===== src/rtl/noc_if_pkg.sv =====
// noc_if_pkg: shared definitions for the CONNECT send-port flit injector and
// for PE models and monitors attached to it.
//   - default configuration constants and the derived widths
//     (VC_BITS, FLIT_W, CREDIT_W)
//   - flit_t / credit_t packed structs matching the network wire layout
//   - pack_flit helper that builds a valid flit from its fields
package noc_if_pkg;

    localparam int DATA_WIDTH  = 32;
    localparam int DEST_BITS   = 4;
    localparam int NUM_VCS     = 2;
    localparam int CREDIT_INIT = 8;
    localparam int FIFO_DEPTH  = 4;

    // A single VC still needs a one-bit VC field on the wire.
    function automatic int vc_bits_of(input int num_vcs);
        return (num_vcs > 1) ? $clog2(num_vcs) : 1;
    endfunction

    localparam int VC_BITS  = vc_bits_of(NUM_VCS);
    localparam int FLIT_W   = 2 + DEST_BITS + VC_BITS + DATA_WIDTH;
    localparam int CREDIT_W = 1 + VC_BITS;

    typedef struct packed {
        logic                  valid;
        logic                  tail;
        logic [DEST_BITS-1:0]  dest;
        logic [VC_BITS-1:0]    vc;
        logic [DATA_WIDTH-1:0] data;
    } flit_t;

    typedef struct packed {
        logic               valid;
        logic [VC_BITS-1:0] vc;
    } credit_t;

    function automatic flit_t pack_flit(input logic                  tail,
                                        input logic [DEST_BITS-1:0]  dest,
                                        input logic [VC_BITS-1:0]    vc,
                                        input logic [DATA_WIDTH-1:0] data);
        flit_t f;
        f.valid = 1'b1;
        f.tail  = tail;
        f.dest  = dest;
        f.vc    = vc;
        f.data  = data;
        return f;
    endfunction

endpackage


===== src/rtl/noc_flit_injector_fifo.sv =====
// flit_fifo: synchronous FIFO holding flits (without the valid bit) between
// the PE handshake and the network issue stage.
//   clk, rst        clock, asynchronous active-high reset (flushes contents)
//   push, push_data write one entry (ignored when full)
//   pop             drop the head entry (ignored when empty)
//   head_data       current head entry, valid while !empty
//   full, empty     registered status flags
//   count           number of stored entries
module flit_fifo
    import noc_if_pkg::*;
#(
    parameter int WIDTH = FLIT_W - 1,
    parameter int DEPTH = FIFO_DEPTH,
    localparam int AW   = $clog2(DEPTH)
) (
    input  logic             clk,
    input  logic             rst,
    input  logic             push,
    input  logic [WIDTH-1:0] push_data,
    input  logic             pop,
    output logic [WIDTH-1:0] head_data,
    output logic             full,
    output logic             empty,
    output logic [AW:0]      count
);

    logic [WIDTH-1:0] mem_r [DEPTH];
    logic [AW-1:0]    wr_ptr_r;
    logic [AW-1:0]    rd_ptr_r;
    logic [AW:0]      count_r;
    logic             full_r;
    logic             empty_r;
    logic             do_push_s;
    logic             do_pop_s;
    logic [AW:0]      count_next_s;

    assign do_push_s    = push && !full_r;
    assign do_pop_s     = pop && !empty_r;
    assign count_next_s = count_r + {{AW{1'b0}}, do_push_s} - {{AW{1'b0}}, do_pop_s};

    assign head_data = mem_r[rd_ptr_r];
    assign full      = full_r;
    assign empty     = empty_r;
    assign count     = count_r;

    // Storage array; contents are don't-care until written, so no reset.
    always_ff @(posedge clk) begin
        if (do_push_s) begin
            mem_r[wr_ptr_r] <= push_data;
        end
    end

    // Pointers, occupancy and registered full/empty flags.
    always_ff @(posedge clk or posedge rst) begin
        if (rst) begin
            wr_ptr_r <= {AW{1'b0}};
            rd_ptr_r <= {AW{1'b0}};
            count_r  <= {(AW+1){1'b0}};
            full_r   <= 1'b0;
            empty_r  <= 1'b1;
        end else begin
            if (do_push_s) begin
                wr_ptr_r <= wr_ptr_r + {{(AW-1){1'b0}}, 1'b1};
            end
            if (do_pop_s) begin
                rd_ptr_r <= rd_ptr_r + {{(AW-1){1'b0}}, 1'b1};
            end
            count_r <= count_next_s;
            full_r  <= (count_next_s == (AW+1)'(DEPTH));
            empty_r <= (count_next_s == {(AW+1){1'b0}});
        end
    end

endmodule


===== src/rtl/noc_flit_injector.sv =====
// noc_flit_injector: credit-based flit injector from a PE into one CONNECT
// send port. Flits are buffered in a small FIFO and issued strictly in order,
// at most one per cycle, only while the head flit's VC holds a credit.
//   clk, rst        clock, asynchronous active-high reset
//   in_valid/in_ready, in_tail, in_dest, in_vc, in_data   PE flit handshake
//   flit_out, send_flit      packed {valid,tail,dest,vc,data} + putFlit enable
//   credit_in, en_recv_credit  {valid,vc} credit return + getCredits enable
//   credits_avail   per-VC "counter nonzero" (registered)
//   err_credit_ovf  sticky: credit returned to a VC already at CREDIT_INIT
//   idle            FIFO empty and every counter at CREDIT_INIT (registered)
module noc_flit_injector
    import noc_if_pkg::*;
#(
    parameter int DATA_WIDTH  = noc_if_pkg::DATA_WIDTH,
    parameter int DEST_BITS   = noc_if_pkg::DEST_BITS,
    parameter int NUM_VCS     = noc_if_pkg::NUM_VCS,
    parameter int CREDIT_INIT = noc_if_pkg::CREDIT_INIT,
    parameter int FIFO_DEPTH  = noc_if_pkg::FIFO_DEPTH,
    localparam int VC_BITS    = vc_bits_of(NUM_VCS),
    localparam int FLIT_W     = 2 + DEST_BITS + VC_BITS + DATA_WIDTH,
    localparam int CREDIT_W   = 1 + VC_BITS
) (
    input  logic                  clk,
    input  logic                  rst,
    input  logic                  in_valid,
    output logic                  in_ready,
    input  logic                  in_tail,
    input  logic [DEST_BITS-1:0]  in_dest,
    input  logic [VC_BITS-1:0]    in_vc,
    input  logic [DATA_WIDTH-1:0] in_data,
    output logic [FLIT_W-1:0]     flit_out,
    output logic                  send_flit,
    input  logic [CREDIT_W-1:0]   credit_in,
    output logic                  en_recv_credit,
    output logic [NUM_VCS-1:0]    credits_avail,
    output logic                  err_credit_ovf,
    output logic                  idle
);

    localparam int CNT_W = $clog2(CREDIT_INIT + 1);
    localparam int ENT_W = FLIT_W - 1;
    localparam int FCW   = $clog2(FIFO_DEPTH) + 1;
    localparam logic [CNT_W-1:0] CNT_MAX = CNT_W'(CREDIT_INIT);

    logic [ENT_W-1:0]   head_s;
    logic               full_s;
    logic               empty_s;
    logic [FCW-1:0]     fifo_count_s;
    logic               push_s;
    logic               pop_s;
    logic [VC_BITS-1:0] head_vc_s;
    logic               ret_valid_s;
    logic [VC_BITS-1:0] ret_vc_s;
    logic               ovf_s;
    logic               idle_next_s;
    logic [CNT_W-1:0]   credit_r      [NUM_VCS];
    logic [CNT_W-1:0]   credit_next_s [NUM_VCS];

    // Ready depends only on registered fullness, never on a same-cycle pop.
    assign in_ready       = !full_s && !rst;
    assign push_s         = in_valid && in_ready;
    assign en_recv_credit = !rst;
    assign head_vc_s      = head_s[DATA_WIDTH +: VC_BITS];
    assign ret_valid_s    = credit_in[CREDIT_W-1];
    assign ret_vc_s       = credit_in[VC_BITS-1:0];

    flit_fifo #(
        .WIDTH (ENT_W),
        .DEPTH (FIFO_DEPTH)
    ) u_fifo (
        .clk       (clk),
        .rst       (rst),
        .push      (push_s),
        .push_data ({in_tail, in_dest, in_vc, in_data}),
        .pop       (pop_s),
        .head_data (head_s),
        .full      (full_s),
        .empty     (empty_s),
        .count     (fifo_count_s)
    );

    // Issue decision and next credit state, all from pre-edge counters so a
    // returning credit only becomes usable one cycle later.
    always_comb begin
        logic dec_v;
        logic inc_v;
        logic all_full_v;
        pop_s      = 1'b0;
        ovf_s      = 1'b0;
        all_full_v = 1'b1;
        dec_v      = 1'b0;
        inc_v      = 1'b0;
        for (int v = 0; v < NUM_VCS; v++) begin
            if (!empty_s && (head_vc_s == VC_BITS'(v)) && (credit_r[v] != {CNT_W{1'b0}})) begin
                pop_s = 1'b1;
            end else begin
                pop_s = pop_s;
            end
        end
        for (int v = 0; v < NUM_VCS; v++) begin
            dec_v = pop_s && (head_vc_s == VC_BITS'(v));
            inc_v = ret_valid_s && (ret_vc_s == VC_BITS'(v));
            if (inc_v && !dec_v) begin
                if (credit_r[v] == CNT_MAX) begin
                    credit_next_s[v] = credit_r[v];
                    ovf_s            = 1'b1;
                end else begin
                    credit_next_s[v] = credit_r[v] + CNT_W'(1);
                end
            end else if (dec_v && !inc_v) begin
                credit_next_s[v] = credit_r[v] - CNT_W'(1);
            end else begin
                credit_next_s[v] = credit_r[v];
            end
            if (credit_next_s[v] != CNT_MAX) begin
                all_full_v = 1'b0;
            end else begin
                all_full_v = all_full_v;
            end
        end
        // FIFO is empty after the edge if nothing is pushed and it either
        // is empty now or holds one entry that is being popped.
        idle_next_s = all_full_v && !push_s &&
                      ((fifo_count_s == FCW'(0)) || ((fifo_count_s == FCW'(1)) && pop_s));
    end

    // Credit counters and all registered network-side outputs.
    always_ff @(posedge clk or posedge rst) begin
        if (rst) begin
            for (int v = 0; v < NUM_VCS; v++) begin
                credit_r[v] <= CNT_MAX;
            end
            flit_out       <= {FLIT_W{1'b0}};
            send_flit      <= 1'b0;
            credits_avail  <= {NUM_VCS{1'b1}};
            err_credit_ovf <= 1'b0;
            idle           <= 1'b1;
        end else begin
            for (int v = 0; v < NUM_VCS; v++) begin
                credit_r[v]      <= credit_next_s[v];
                credits_avail[v] <= (credit_next_s[v] != {CNT_W{1'b0}});
            end
            send_flit      <= pop_s;
            flit_out       <= pop_s ? {1'b1, head_s} : {FLIT_W{1'b0}};
            err_credit_ovf <= err_credit_ovf | ovf_s;
            idle           <= idle_next_s;
        end
    end

endmodule


===== config.mk =====
export PLATFORM = sky130hd
export DESIGN_NAME = noc_flit_injector
export DESIGN_NICKNAME = d
export VERILOG_FILES = /design/src/rtl/noc_if_pkg.sv /design/src/rtl/noc_flit_injector_fifo.sv /design/src/rtl/noc_flit_injector.sv
export SDC_FILE = /design/constraint.sdc
export NUM_CORES = 1
export LEC_CHECK = 0
export ABC_CLOCK_PERIOD_IN_PS = 3050
export BUFFER_PORTS_ARGS = -buffer_cell sky130_fd_sc_hd__buf_2
export CORE_MARGIN = 2
export CORE_UTILIZATION = 52
export CTS_CLUSTER_DIAMETER = 200
export CTS_CLUSTER_SIZE = 16
export DETAILED_ROUTE_END_ITERATION = 6
export HOLD_SLACK_MARGIN = 0.06
export PLACE_DENSITY = 0.75
export SETUP_SLACK_MARGIN = 0.4
export SLEW_MARGIN = 20
export SYNTH_ARGS = -nofsm -noshare
export SYNTH_HDL_FRONTEND = slang
export SYNTH_SLANG_ARGS = --single-unit

===== constraint.sdc =====
create_clock -name clk -period 3.05 [get_ports clk]
set_input_delay 0.61 -clock clk [delete_from_list [all_inputs] [get_ports clk]]
set_output_delay 0.61 -clock clk [all_outputs]
set_load 0.05 [all_outputs]

# Yosys cells after proc, flatten, opt, wreduce, memory -nomap -nowiden
# Memory sizes are Yosys's and may differ from the RTL's.
# Index checks and enable logic that the tools add are counted.
# totals
latch_bits,0
register_bits,61
inputBits,43
mem_count,1
ramBits,152
rom_bits,0
output_inout_bits,46
elab_cells,81
# mem_list
name,depth,word_bits,rd,rd_clocked_by_memory_dff,wr,line,rtl
u_fifo.mem_r,4,38,1,0,1,noc_flit_injector_fifo.sv:27,logic [WIDTH-1:0] mem_r [DEPTH];
# classes
n_addsub,8
reduce_logical,34
order_cmp,0
n_div,0
n_bitwise,3
multipliers,0
n_eq_ne,6
mux,17
shift,0
# op_table
operator,count
two-way mux 39 bit,1
two-way mux 4 bit,6
logical AND 1 bit,19
nonzero test 4 bit,4
two-way mux 1 bit,10
adder 4 x 1 -> 4 bit (second input constant),2
equality test 4 bit (second input constant),2
zero test 1 bit,8
inequality test 4 bit (second input constant),2
subtractor 4 x 1 -> 4 bit (second input constant),2
zero test 3 bit,2
adder 2 x 1 -> 2 bit (second input constant),2
adder 3 x 1 -> 3 bit,1
equality test 3 x 1 -> 1 bit (second input constant),1
equality test 3 bit (second input constant),1
subtractor 3 x 1 -> 3 bit,1
NOT 1 bit,2
logical OR 1 bit,1
OR 1 bit,1

# Logic depth before layout (Yosys ltp)
# An unclocked memory read counts as a cell.
# logic_depth
depth_word,15
ltp_mapped,13
depth_no_buf,12

# By module
# A second synthesis with hierarchy kept.
# hier_totals
cells_unflattened,414
area_unflattened_um2,8151.6
# by_module_without_submodules
mod,instances,seq_area_each_um2,cells_per_inst,area_per_inst_um2
flit_fifo,1,4790.8,236,6000.8
noc_flit_injector,1,1282.5,178,2150.8

# Worst setup path after synthesis
# OpenSTA, ideal clock, no wires.
# synth_timing
path_type,register to register
start,reg credit_r[4] in the netlist's numbering
end,reg u_fifo.full_r (netlist: u_fifo.full)
t_arrival_ps,3029
stages_incl_launch_ff,14
n_path_buf,1
required_ps,2962
setup_slack_ps,-67
synth_period_minus_slack_ps,3117
setup_time_ps,88
cell_sequence,dfrtp_1 > inv_1 > ha_1 > nor3b_1 > nor2b_1 > a211o_1 > clkbuf_1 > inv_1 > ha_1 > inv_1 > ha_1 > fa_1 > xnor2_1 > nor3b_1
# synth_via
elab_chain_cells,7
# synth_rtl
item,line,rtl
"start, declared",noc_flit_injector.sv:56,logic [CNT_W-1:0] credit_r [NUM_VCS];
"start signal, assigned by index",noc_flit_injector.sv:140,credit_r[v] <= credit_next_s[v];
nonzero test 4 bit,noc_flit_injector.sv:94,if (!empty_s && (head_vc_s == VC_BITS'(v)) && (credit_r[v] != {CNT_W{1'b0}})) begin
logical AND 1 bit,noc_flit_injector.sv:94,
two-way mux 1 bit (2 in a row),noc_flit_injector.sv:94,
logical AND 1 bit,noc_flit_injector_fifo.sv:38,assign do_pop_s = pop && !empty_r;
named net u_fifo.do_pop_s,noc_flit_injector_fifo.sv:34,logic do_pop_s;
subtractor 3 x 1 -> 3 bit,noc_flit_injector_fifo.sv:39,"assign count_next_s = count_r + {{AW{1'b0}}, do_push_s} - {{AW{1'b0}}, do_pop_s};"
named net u_fifo.count_next_s[2],noc_flit_injector_fifo.sv:35,logic [AW:0] count_next_s;
equality test 3 bit,noc_flit_injector_fifo.sv:69,full_r <= (count_next_s == (AW+1)'(DEPTH));
"end signal, assigned",noc_flit_injector_fifo.sv:69,
"end, declared",noc_flit_injector_fifo.sv:31,logic full_r;
# The timed path passes the listed nets, and every way through them passes these cells.
# A chain may end at the register's enable or synchronous reset.

# Final worst setup path
# layout_timing
start,reg u_fifo.rd_ptr_r[0]
end,reg u_fifo.full_r (netlist: u_fifo.full)
# layout_via
elab_chain_cells,9
elab_cells_between_ends,11
cone_classes,add/sub: 1; eq/ne: 1; mux: 2; bitwise: 1; reduce/logical: 5; memory: 1
# layout_rtl
item,line,rtl
"start, declared",noc_flit_injector_fifo.sv:29,logic [AW-1:0] rd_ptr_r;
"start signal, assigned",noc_flit_injector_fifo.sv:57,rd_ptr_r <= {AW{1'b0}};
"start signal, assigned",noc_flit_injector_fifo.sv:66,"rd_ptr_r <= rd_ptr_r + {{(AW-1){1'b0}}, 1'b1};"
memory read (4 x 38 bit) (*),n/a,
NOT 1 bit,noc_flit_injector.sv:94,
logical AND 1 bit (2 in a row),noc_flit_injector.sv:94,
two-way mux 1 bit,noc_flit_injector.sv:94,
two-way mux 1 bit (*),noc_flit_injector.sv:94,
logical AND 1 bit (*),noc_flit_injector_fifo.sv:38,
named net u_fifo.do_pop_s,noc_flit_injector_fifo.sv:34,
subtractor 3 x 1 -> 3 bit (*),noc_flit_injector_fifo.sv:39,
named net u_fifo.count_next_s[2],noc_flit_injector_fifo.sv:35,
equality test 3 bit (*),noc_flit_injector_fifo.sv:69,
# Mark *: on every way through the listed nets, which the timed path passes. The rest lies on a longest branch.

==> flow_summary.yaml <==
synthesis:
  ys_ff_latch: 212
  synth_cell_types: 53
  synth_area_sq_um: 8080
  synth_area_per_cell_sq_um: 19.1
  synth.largest_area_cell: "edfxtp_1"
  synth_ff_type: "edfxtp_1"
  synth_top_area_share_pct: 56.5
  syn_nets: 476
  yosysWarnings: 0
  synth-async-reset-ratio_pct: 28.3
  syn_inst: 422
  synthTopCellsByArea: "edfxtp_1 (57%), dfrtp_1 (17%), mux4_2 (11%)"
  synth-edff-count: 152
  synth_seq_area_share_pct: 75.2
routing:
  finalWirelength_um: 14500
  wl_per_cell_um: 20.0
  drt-met1-wl_um: 5740
  dr_total_vias: 4117
  ant_nets: 0
  dr.pass1.iters: 4
  top_layer_used: "met5"
  vias_per_cell: 5.66
  route.met2.wl_um: 7690
  drc: 0
  dr_wl_met3_um: 885
  drt_iter0_markers: 321
grt:
  grt_pass1_vias: 4334
  grt_max_degree: 61
  grt_usage_pct: 18.3
  grt_overflow: 0
  antenna_found_initial: 1
  grt_pass1_wl_um: 23000
placed_design:
  post_dp_cell_area_sq_um: 8790
  dp_hpwl_um: 8490
  io_buffers: 88
  gp_congestion: 0.824
status:
  outcome: "completed"
cts:
  clock_latency_ns: 0.47
  postCtsHoldBufs: 0
  clk_pin_slew_worst_paths_ns: 0.07
  clock-sinks: 212
  cts_buffers: 17
  cts_root_buf: "clkbuf_16"
  clk_path_buf_depth: 3
  cts_tree: "built"
  htree_levels: 1
timing:
  fin_crit_sh_pct: 86.8
  rsz0062_at_grt: "true"
  skew_ns: 0.0131
  setup_tns_ns: 0
  fmax_mhz: 378
  setup_viol: 0
  hold_viol: 0
  slew_violations: 0
  tightestPinTransition_ns: 0.826
  maxSlewHeadroom_pct: 44.9
  period_minus_slack_ns: 2.65
critical_path:
  slowest_delay_ns: 0.57
  crit_arrival_ns: 3.03
  crit_required_ns: 3.43
  path_max_fanout: 5
  crit_slowest_cell: "mux4_2"
  path_buf_inv: 2
  path_cells: "mux4_2 > a211o_2 > inv_1 > ha_1 > inv_2 > ha_4 > fa_2 > xnor2_2 > nor3b_2"
  end_kind: "flip-flop"
  critPathKind: "flip-flop to flip-flop"
  crit_family: "adder cells"
  cp-start-kind: "flip-flop"
cells_and_area:
  nNetsFinal: 583
  syn_to_final_growth_pct: 16.4
  antenna_cells: 0
  fin_area_sq_um: 9400
  drive_gt1_share_pct: 36.7
  fillerInstances: 1056
floorplan:
  initial_core_util_pct: 53.1
  rows: 45
  dieArea_sq_um: 16500
  ioPinCount: 89
  die_h_um: 129
  die_w_um: 129
  core_sq_um: 15200
power:
  p_leak_nw: 3.47
  power_density_nw_per_um2: 1040
  ir_drop_v: 0.000628
run:
  maxCapViolations: 0
worst_hold_path:
  hold_class: "primary input to flip-flop"
-- power by group --
group          switching [mW]  total (mW)  internal (mW)
Clock                   0.907        1.96           1.05
Sequential              0.291        4.02           3.73
Combinational            2.37        3.79           1.42
Total                    3.57        9.77           6.20
-- registers in the layout, indices dropped and copies added, names as in the netlist, 2 cells and up --
name and cells:
u_fifo.count 3, u_fifo.wr_ptr_r 2, u_fifo.mem_r 152, credits_avail 2, flit_out 39, u_fifo.rd_ptr_r 2, credit_r 8
-- Yosys cell counts, drive strengths merged, types with 3 or more instances --
master / n
dfrtp: 54
clkbuf: 11
nor3b: 4
nand2: 8
nor2b: 43
edfxtp: 152
nor2: 5
buf: 4
ha: 10
mux2: 3
o21ai: 6
inv: 16
xnor2: 8
nand3: 5
nor3: 4
nor4: 3
dfstp: 6
and3: 5
mux4: 38
-- final timing paths --
check | to | from | cells past startpoint | slack [ns]
worst min register to register | err_credit_ovf | err_credit_ovf | 2 | 0.54
min in group asynchronous | credit_r[6] | rst | 3 | 0.45
worst max-delay path | u_fifo.full | u_fifo.rd_ptr_r[0] | 9 | 0.40
max in group asynchronous | u_fifo.rd_ptr_r[0] | rst | 3 | 1.99
worst min-delay path | u_fifo.mem_r[3][26] | in_data[26] | 1 | 0.35
worst max register to register | u_fifo.full | u_fifo.rd_ptr_r[0] | 9 | 0.40
-- placed cells by master (no fill, tap or decap), types with 7 or more instances in the layout --
master and instances:
buf_2 88, ha_1 7, nand2_1 8, xnor2_1 7, inv_1 12, mux4_2 38, edfxtp_1 152, clkbuf_1 11
buf_4 14, dfrtp_1 50, nor2b_1 42, clkbuf_16 17
-- routing by layer --
layer	up-vias	GRT usage (%)
met4	2	4.35
li1	1841	-
met2	125	32.5
met1	2127	23.1
met3	22	4.12
met5	-	0
-- through the flow --
stage	power, mW	hold WS, ns	utilization (%)	setup WS (ns)	cells
6_report	9.77	0.354	61.8	0.402	727
5_1_grt	10.3	0.336	61.8	0.313	727
4_1_cts	9.73	0.337	61.2	0.362	722
3_5_place_dp	7.69	0.525	57.8	0.158	692
3_3_place_gp	7.54	0.483	57.8	0.434	692
2_1_floorplan	6.81	0.511	-	0.290	422
-- kinds of logic (layout without fill, tap and decap cells) --
group,Yosys count,in the layout,share of synthesized area [%]
flops,212,212,75.2
compound gates,29,29,2.71
fa+ha+maj,11,11,1.80
mux,42,42,11.1
buf+inv,31,148,1.60
xor+xnor,9,9,0.976
simple gates,88,88,6.57
-- what timing repair did --
item                       4_1_cts  5_1_grt
setup endpoints to repair        4        3
resized for setup                7       11
buffers inserted                 1        5
pin swaps                        1        3
-- layout make-up --
class                      count  area, sq um  share of cell area [%]
sequential                   212         6080                    64.7
clock buffer                  28          467                    4.97
timing repair buffer         103          566                    6.02
clock inverter                 1         16.3                   0.173
multi-input combinational    179         1970                    20.9
tap                          188          235                    2.50
inverter                      16         63.8                   0.679
(Power assumes the default switching activity.)
